<file path="src/rtl/switch_input_port_if.sv">
// Bus-side read port of the switch input peripheral: strobes from the control unit,
// word and enable toward the shared-bus buffer, plus the pending-event interrupt.
interface switch_input_port_if;
    logic        data_rd;
    logic        stat_rd;
    logic        ovf_clr;
    logic [15:0] bus_data;
    logic        bus_oe;
    logic        irq;

    modport master (
        output data_rd,
        output stat_rd,
        output ovf_clr,
        input  bus_data,
        input  bus_oe,
        input  irq
    );

    modport slave (
        input  data_rd,
        input  stat_rd,
        input  ovf_clr,
        output bus_data,
        output bus_oe,
        output irq
    );
endinterface

</file>
<file path="src/rtl/switch_input_port.sv">
// Switch input peripheral: synchronise and debounce board switches, queue each committed
// change as a sequenced 16-bit event word, and serve events/status on the shared bus.
module switch_input_port #(
    parameter int unsigned SW_WIDTH        = 3,
    parameter int unsigned DEPTH           = 4,
    parameter int unsigned DEBOUNCE_CYCLES = 16
) (
    input  logic                clk,
    input  logic                rst,
    input  logic [SW_WIDTH-1:0] sw_raw,
    output logic [SW_WIDTH-1:0] stable_sw,
    switch_input_port_if.slave  bus
);
    localparam int unsigned PTR_W  = $clog2(DEPTH);
    localparam int unsigned FILL_W = PTR_W + 1;
    localparam int unsigned CNT_W  = (DEBOUNCE_CYCLES > 2) ? $clog2(DEBOUNCE_CYCLES) : 1;
    localparam int unsigned SEQ_W  = 4;

    typedef enum logic {STABLE, SETTLING} db_state_t;

    logic [SW_WIDTH-1:0] sync_1, sync_q;
    db_state_t           state, state_d;
    logic [SW_WIDTH-1:0] cand, cand_d;
    logic [CNT_W-1:0]    cnt, cnt_d;
    logic                commit;

    logic [15:0]         mem [DEPTH];
    logic [PTR_W-1:0]    wr_ptr, rd_ptr;
    logic [FILL_W-1:0]   fill;
    logic [SEQ_W-1:0]    seq;
    logic                ovf;
    logic                empty, full, push, pop, drop;

    // Two-flop synchroniser on the asynchronous switch lines
    always_ff @(posedge clk) begin
        if (rst) begin
            sync_1 <= '0;
            sync_q <= '0;
        end else begin
            sync_1 <= sw_raw;
            sync_q <= sync_1;
        end
    end

    always_ff @(posedge clk) begin
        if (rst) begin
            state     <= STABLE;
            cand      <= '0;
            cnt       <= '0;
            stable_sw <= '0;
        end else begin
            state <= state_d;
            cand  <= cand_d;
            cnt   <= cnt_d;
            if (commit) stable_sw <= cand;
        end
    end

    // A return to the committed value rejects the glitch; a new value restarts the run
    always_comb begin
        state_d = state;
        cand_d  = cand;
        cnt_d   = cnt;
        commit  = 1'b0;
        case (state)
            STABLE: begin
                if (sync_q != stable_sw) begin
                    cand_d  = sync_q;
                    cnt_d   = CNT_W'(1);
                    state_d = SETTLING;
                end
            end
            SETTLING: begin
                if (sync_q == stable_sw) begin
                    state_d = STABLE;
                end else if (sync_q != cand) begin
                    cand_d = sync_q;
                    cnt_d  = CNT_W'(1);
                end else if (cnt == CNT_W'(DEBOUNCE_CYCLES - 1)) begin
                    commit  = 1'b1;
                    state_d = STABLE;
                end else begin
                    cnt_d = cnt + CNT_W'(1);
                end
            end
            default: state_d = STABLE;
        endcase
    end

    assign empty = (fill == '0);
    assign full  = (fill == FILL_W'(DEPTH));
    assign push  = commit;
    assign pop   = bus.data_rd && !empty;
    // A pop on the same edge frees the slot, so a full FIFO still accepts the push
    assign drop  = push && full && !pop;

    always_ff @(posedge clk) begin
        if (push && !drop) mem[wr_ptr] <= {seq, 12'(cand)};
    end

    always_ff @(posedge clk) begin
        if (rst) begin
            wr_ptr <= '0;
            rd_ptr <= '0;
            fill   <= '0;
            seq    <= '0;
            ovf    <= 1'b0;
        end else begin
            if (push) seq <= seq + SEQ_W'(1);
            if (push && !drop) wr_ptr <= wr_ptr + PTR_W'(1);
            if (pop) rd_ptr <= rd_ptr + PTR_W'(1);
            if (push && !drop && !pop) fill <= fill + FILL_W'(1);
            else if (pop && !(push && !drop)) fill <= fill - FILL_W'(1);
            if (drop) ovf <= 1'b1;
            else if (bus.ovf_clr) ovf <= 1'b0;
        end
    end

    // Zero-latency read mux; data strobe has priority over status
    always_comb begin
        bus.bus_oe   = 1'b0;
        bus.bus_data = 16'h0000;
        if (!rst) begin
            bus.bus_oe = bus.data_rd | bus.stat_rd;
            if (bus.data_rd) begin
                bus.bus_data = empty ? 16'h0000 : mem[rd_ptr];
            end else if (bus.stat_rd) begin
                bus.bus_data = {ovf, empty, full, 5'b00000, 8'(fill)};
            end
        end
    end

    assign bus.irq = !rst && !empty;
endmodule

</file>
<file path="src/flat_wrapper.sv">
// flat-port wrapper written by rule: the top's interface ports become plain ports
module switch_input_port_flat 
#(
    parameter int unsigned SW_WIDTH        = 3,
    parameter int unsigned DEPTH           = 4,
    parameter int unsigned DEBOUNCE_CYCLES = 16
)
  (clk, rst, sw_raw, stable_sw, bus_data_rd, bus_stat_rd, bus_ovf_clr, bus_bus_data, bus_bus_oe, bus_irq);
  switch_input_port_if bus_i ();
  input  logic clk;
  input  logic rst;
  input  logic [SW_WIDTH-1:0] sw_raw;
  output logic [SW_WIDTH-1:0] stable_sw;
  input wire logic [$bits(bus_i.data_rd)-1:0] bus_data_rd;
  input wire logic [$bits(bus_i.stat_rd)-1:0] bus_stat_rd;
  input wire logic [$bits(bus_i.ovf_clr)-1:0] bus_ovf_clr;
  output wire logic [$bits(bus_i.bus_data)-1:0] bus_bus_data;
  output wire logic [$bits(bus_i.bus_oe)-1:0] bus_bus_oe;
  output wire logic [$bits(bus_i.irq)-1:0] bus_irq;
  assign bus_i.data_rd = bus_data_rd;
  assign bus_i.stat_rd = bus_stat_rd;
  assign bus_i.ovf_clr = bus_ovf_clr;
  assign bus_bus_data = bus_i.bus_data;
  assign bus_bus_oe = bus_i.bus_oe;
  assign bus_irq = bus_i.irq;
  switch_input_port #(.SW_WIDTH(SW_WIDTH), .DEPTH(DEPTH), .DEBOUNCE_CYCLES(DEBOUNCE_CYCLES)) u_core (.clk(clk), .rst(rst), .sw_raw(sw_raw), .stable_sw(stable_sw), .bus(bus_i));
endmodule
</file>
<file path="config.mk">
export PLATFORM = sky130hd
export DESIGN_NAME = switch_input_port_flat
export DESIGN_NICKNAME = d
export VERILOG_FILES = /design/src/rtl/switch_input_port_if.sv /design/src/rtl/switch_input_port.sv /design/src/flat_wrapper.sv
export SDC_FILE = /design/constraint.sdc
export NUM_CORES = 1
export LEC_CHECK = 0
export BUFFER_PORTS_ARGS = -buffer_cell sky130_fd_sc_hd__buf_2
export CAP_MARGIN = 5
export CORE_MARGIN = 8
export CORE_UTILIZATION = 52
export CTS_CLUSTER_DIAMETER = 100
export DETAILED_ROUTE_END_ITERATION = 8
export MAX_ROUTING_LAYER = met4
export PLACE_DENSITY = 0.82
export SYNTH_ARGS = -nofsm -noshare
export SYNTH_HDL_FRONTEND = slang
export SYNTH_SLANG_ARGS = --single-unit
</file>
<file path="constraint.sdc">
create_clock -name clk -period 2.6 [get_ports clk]
set_input_delay 0.13 -clock clk [delete_from_list [all_inputs] [get_ports clk]]
set_output_delay 0.13 -clock clk [all_outputs]
set_load 0.05 [all_outputs]
</file>
==> results.md <==
- Leaving out fill and tap cells, the most frequent cell in the layout is sky130_fd_sc_hd__dfxtp_1.
- The area of the die is 7531 µm².
- The placed wire-length estimate after detailed placement is approximately 3300 µm.
- The data arrival at the endpoint of the critical path is 2.65 ns.
- The commonest register cell after synthesis is sky130_fd_sc_hd__dfxtp_1.
- The routed design has 4656 µm of wire.
- Sorting the synthesized cells by area gives the leading types as sky130_fd_sc_hd__edfxtp_1, sky130_fd_sc_hd__dfxtp_1, sky130_fd_sc_hd__mux4_2.
- Global routing consumed, over all layers together, 13.76% of the routing resources.
- The filler cells instantiated in the layout total 403.
- The number of hold-repair buffers added at the cts stage is 0.
- The DRC violation count after routing is 0.
- CTS built an H-tree with a depth of 3.
- The data required time of the worst path is 2.86 ns.
- The worst reg2reg path startpoint is u_core.cnt[0].
- The endpoint of the most critical register-to-register path is u_core.fill[2].
- The pin count of the biggest net entering global routing is 27.
- The critical path starts at u_core.cnt[0].
- Across the run, the number of max-cap violations was 0.
- The number of inserted diodes is 0.
- The delay of the slowest cell on the worst path is 0.38 ns.
- TritonCTS built the clock tree.
- The number of antenna violations at the first check in global routing is 0.
- The number of setup violations in the final report is 0.
- The register area share after synthesis is between 50% and 60%.
- For this design the ratio of total power to cell area is 834.1 nW/µm².
- The number of top-level design ports is 29.
- Along the worst path, the maximum fanout reaches 6.
- The type of element launching the critical path is a flip-flop.
- The cell area after layout is 2977 µm².
- The total CTS buffers is 9.
- Setup repair after global routing left no endpoint under its margin.
- The worst hold path begins at sw_raw[1].
- The global-route wire length before repair is 7803 µm.
- The instance count of the mapped netlist is 223.
- From synthesis to final layout, the design area changed by 14.26%.
- The number of hold violations in the final report came to 0.
- The cell with the largest stage delay on the worst path is sky130_fd_sc_hd__dfxtp_1.
- The cell repeated most along the worst path is sky130_fd_sc_hd__ha_1.
- The number of cell instances on the worst register-to-register path is 9.
- The count of flip-flops with a built-in enable after synthesis is 28.
- The antenna violation net count after detailed routing is 0.
- In this run the static leakage power is 1.116 nW.
- The synthesized netlist occupies a cell area of 2605 µm².
- The share of synthesized area in the top cell type comes to 32.28%.
- The multi-input logic area is between 1000 and 1500 µm².
- The tightest min-delay check is of the in2reg type.
- Once the clock tree was built, the setup fixing pass inserted 0 buffers.
- The average vias per placed instance is 5.391.
- The flow ran to the end, and the final reports show no timing, DRC or antenna violations.
- VDD sags by at most 499.3 µV.
- The final estimated routing congestion in global placement is roughly 0.76.
- The total placed instance area is 2736 µm².
- After layout, the worst path uses between 90% and 100% of the clock period.
- No sink is reached through more buffers than the 2 on the longest clock path.
- The final count of pins violating max slew is 0.
- The top cell types in the final layout, fill and taps aside, are sky130_fd_sc_hd__dfxtp_1, sky130_fd_sc_hd__edfxtp_1, sky130_fd_sc_hd__buf_2.
- The share of final-layout standard cells stronger than drive strength 1 is 21.60%.
- The final global-route overflow total is 0.
- The area used by sequential logic in the layout is 1463 µm².
- Clock tree synthesis found a total of 59 sinks.
- The count of buffers added on input and output ports is 19.
- From left edge to right edge, the die measures just under 90 µm.
- The core footprint is 4786 µm².
- The clock input transition at the sequential cells of the worst setup and hold paths is roughly 0.07 ns.
- For this run, the number of Yosys warnings is 0.
- At the pin with the least slew margin, the transition time is 0.5331 ns.
- The setup path with the least slack is of type reg2reg.
- The critical path endpoint category is a flip-flop.
- The setup check on the worst reg-to-reg path leaves a slack of between 0.2 and 0.25 ns.
- The signal on the critical path passes through ha_1, and3_1, and3_2, ha_1, inv_1, fa_1, xor2_1, or3_1, a21oi_1.
- The flip-flop and latch count after synthesis is 59.
- The number of rows in the core area is 25.
- The setup skew after layout is 0.007945 ns.
- Dividing the synthesized area by the synthesized cell count gives 11.68 µm².
- After synthesis, the share of flip-flops with an asynchronous set or reset is 0%.
- Setup total negative slack on the finished layout was measured at 0 ns.
- Clock latency on the worst-skew pair, taken at its later pin, is 0.33 ns.
- The number of global-route vias before repair is 1686.
- The starting density of the core is 54.43%.
- The routed design could run at a clock period as short as about 2.4 ns.
- After the last flow step, the layout net total stands at about 260.
- The average wire per cell in the routed design is 14.69 µm.
- The worst-case headroom to the max-slew limit is about 64%.
- The die is between 80 and 90 µm tall.
- The master cell of the clock root buffer is sky130_fd_sc_hd__clkbuf_8.
- The cell accounting for the most synthesized area is sky130_fd_sc_hd__edfxtp_1.
- The fmax is 417.8 MHz.
- The cell depth of the worst min-delay path is 2.
- The detailed router finished its first iteration with 61 violations.
- For this run, the detailed router's first-pass iteration total came to 5.
- In this run, distinct cell masters in the synthesized netlist total 40.
- The endpoint with the worst hold slack is u_core.sync_1[1].
- Detailed routing inserted a total of 1709 vias.
## synthesized netlist by cell type, drive strengths merged, types with 2 or more instances
cell type,number
and2,4
nand4,5
edfxtp,28
or3,3
a211oi,2
dfxtp,31
and3,4
xor2,6
ha,7
mux4,7
a31o,2
clkbuf,9
mux2,2
nor2b,9
o21ai,8
a22oi,5
xnor2,7
buf,13
nor2,15
inv,4
nor3,5
nand3,9
nand2,9
a21oi,16
## worst max-delay path: cells and delay by family, from the launching register on
family	cells	cell delay [ns]
flip-flops	1	0.38
buffers and inverters	1	0.06
AO/OA/AOI/OAI	1	0.14
XOR/XNOR	1	0.15
adder cells (fa/ha/maj)	3	0.78
AND/OR/NAND/NOR	3	0.82
## layer usage
| layer | wire (µm) | share of wire, % | GRT usage [%] |
|---|---|---|---|
| met4 | 66 | 1.4 | 5.164 |
| met2 | 2189 | 47 | 21.93 |
| met1 | 2120 | 46 | 15.66 |
| met5 | 0 | 0 | - |
| met3 | 280 | 6.0 | 4.726 |
## timing repair
item | CTS | global route
endpoints found under the hold margin | 0 | 0
endpoints found under the setup margin | 0 | 2
resized for setup | 0 | 3
## registers in the layout, indices dropped and copies added, names as in the netlist, named ones only
| signal | count |
|---|---|
| u_core.cand | 3 |
| u_core.cnt | 4 |
| u_core.fill | 3 |
| u_core.mem | 28 |
| u_core.ovf | 1 |
| u_core.rd_ptr | 2 |
| u_core.seq | 4 |
| u_core.stable_sw | 3 |
| u_core.state | 1 |
| u_core.sync_1 | 3 |
| u_core.sync_q | 3 |
| u_core.wr_ptr | 2 |
## through the flow
stage / instances / power, mW / util [%] / setup WS, ns / hold WS (ns)
floorplan: 231 / 1.433 / - / 0.003838 / 0.2582
global placement: 301 / 1.517 / 57.18 / 0.2315 / 0.3397
detailed placement: 301 / 1.534 / 57.18 / 0.1574 / 0.3463
CTS: 317 / 2.494 / 62.01 / 0.1259 / 0.001666
global route: 317 / 2.595 / 62.20 / 0.03387 / 0.0002663
finish: 317 / 2.483 / 62.20 / 0.2063 / 0.006063
## logic make-up after synthesis
kind of cell	after synthesis	synth area share [%]
simple gates	68	13.83
flops	59	56.10
compound gates	38	8.838
buf+inv	26	5.283
xor+xnor	13	4.371
mux	10	7.301
fa+ha+maj	8	4.131
other cells	1	0.1440
## worst max-delay path by stage
stage	slack, ns	end	cells after the start
2_1_floorplan	0.004	u_core.fill[2]	9
6_report	0.21	u_core.fill[2]	9
3_5_place_dp	0.16	u_core.fill[2]	9
4_1_cts	0.13	u_core.fill[2]	9
5_1_grt	0.03	u_core.fill[2]	9
3_3_place_gp	0.23	u_core.fill[2]	9
## area by class of cell
cell class | count | area share [%]
Sequential cell | 59 | 49.14
Tap cell | 67 | 2.816
Multi-Input combinational cell | 146 | 35.06
Clock inverter | 6 | 3.489
Inverter | 4 | 0.5044
Clock buffer | 10 | 4.288
Timing Repair Buffer | 25 | 4.708
## power breakdown
group	leakage [nW]	internal, mW	switching (mW)
sequential	0.521	1.00	0.0470
combinational	0.477	0.162	0.305
clock	0.118	0.630	0.335
total	1.12	1.80	0.688
No activity file was read; power rests on OpenSTA's default activity.
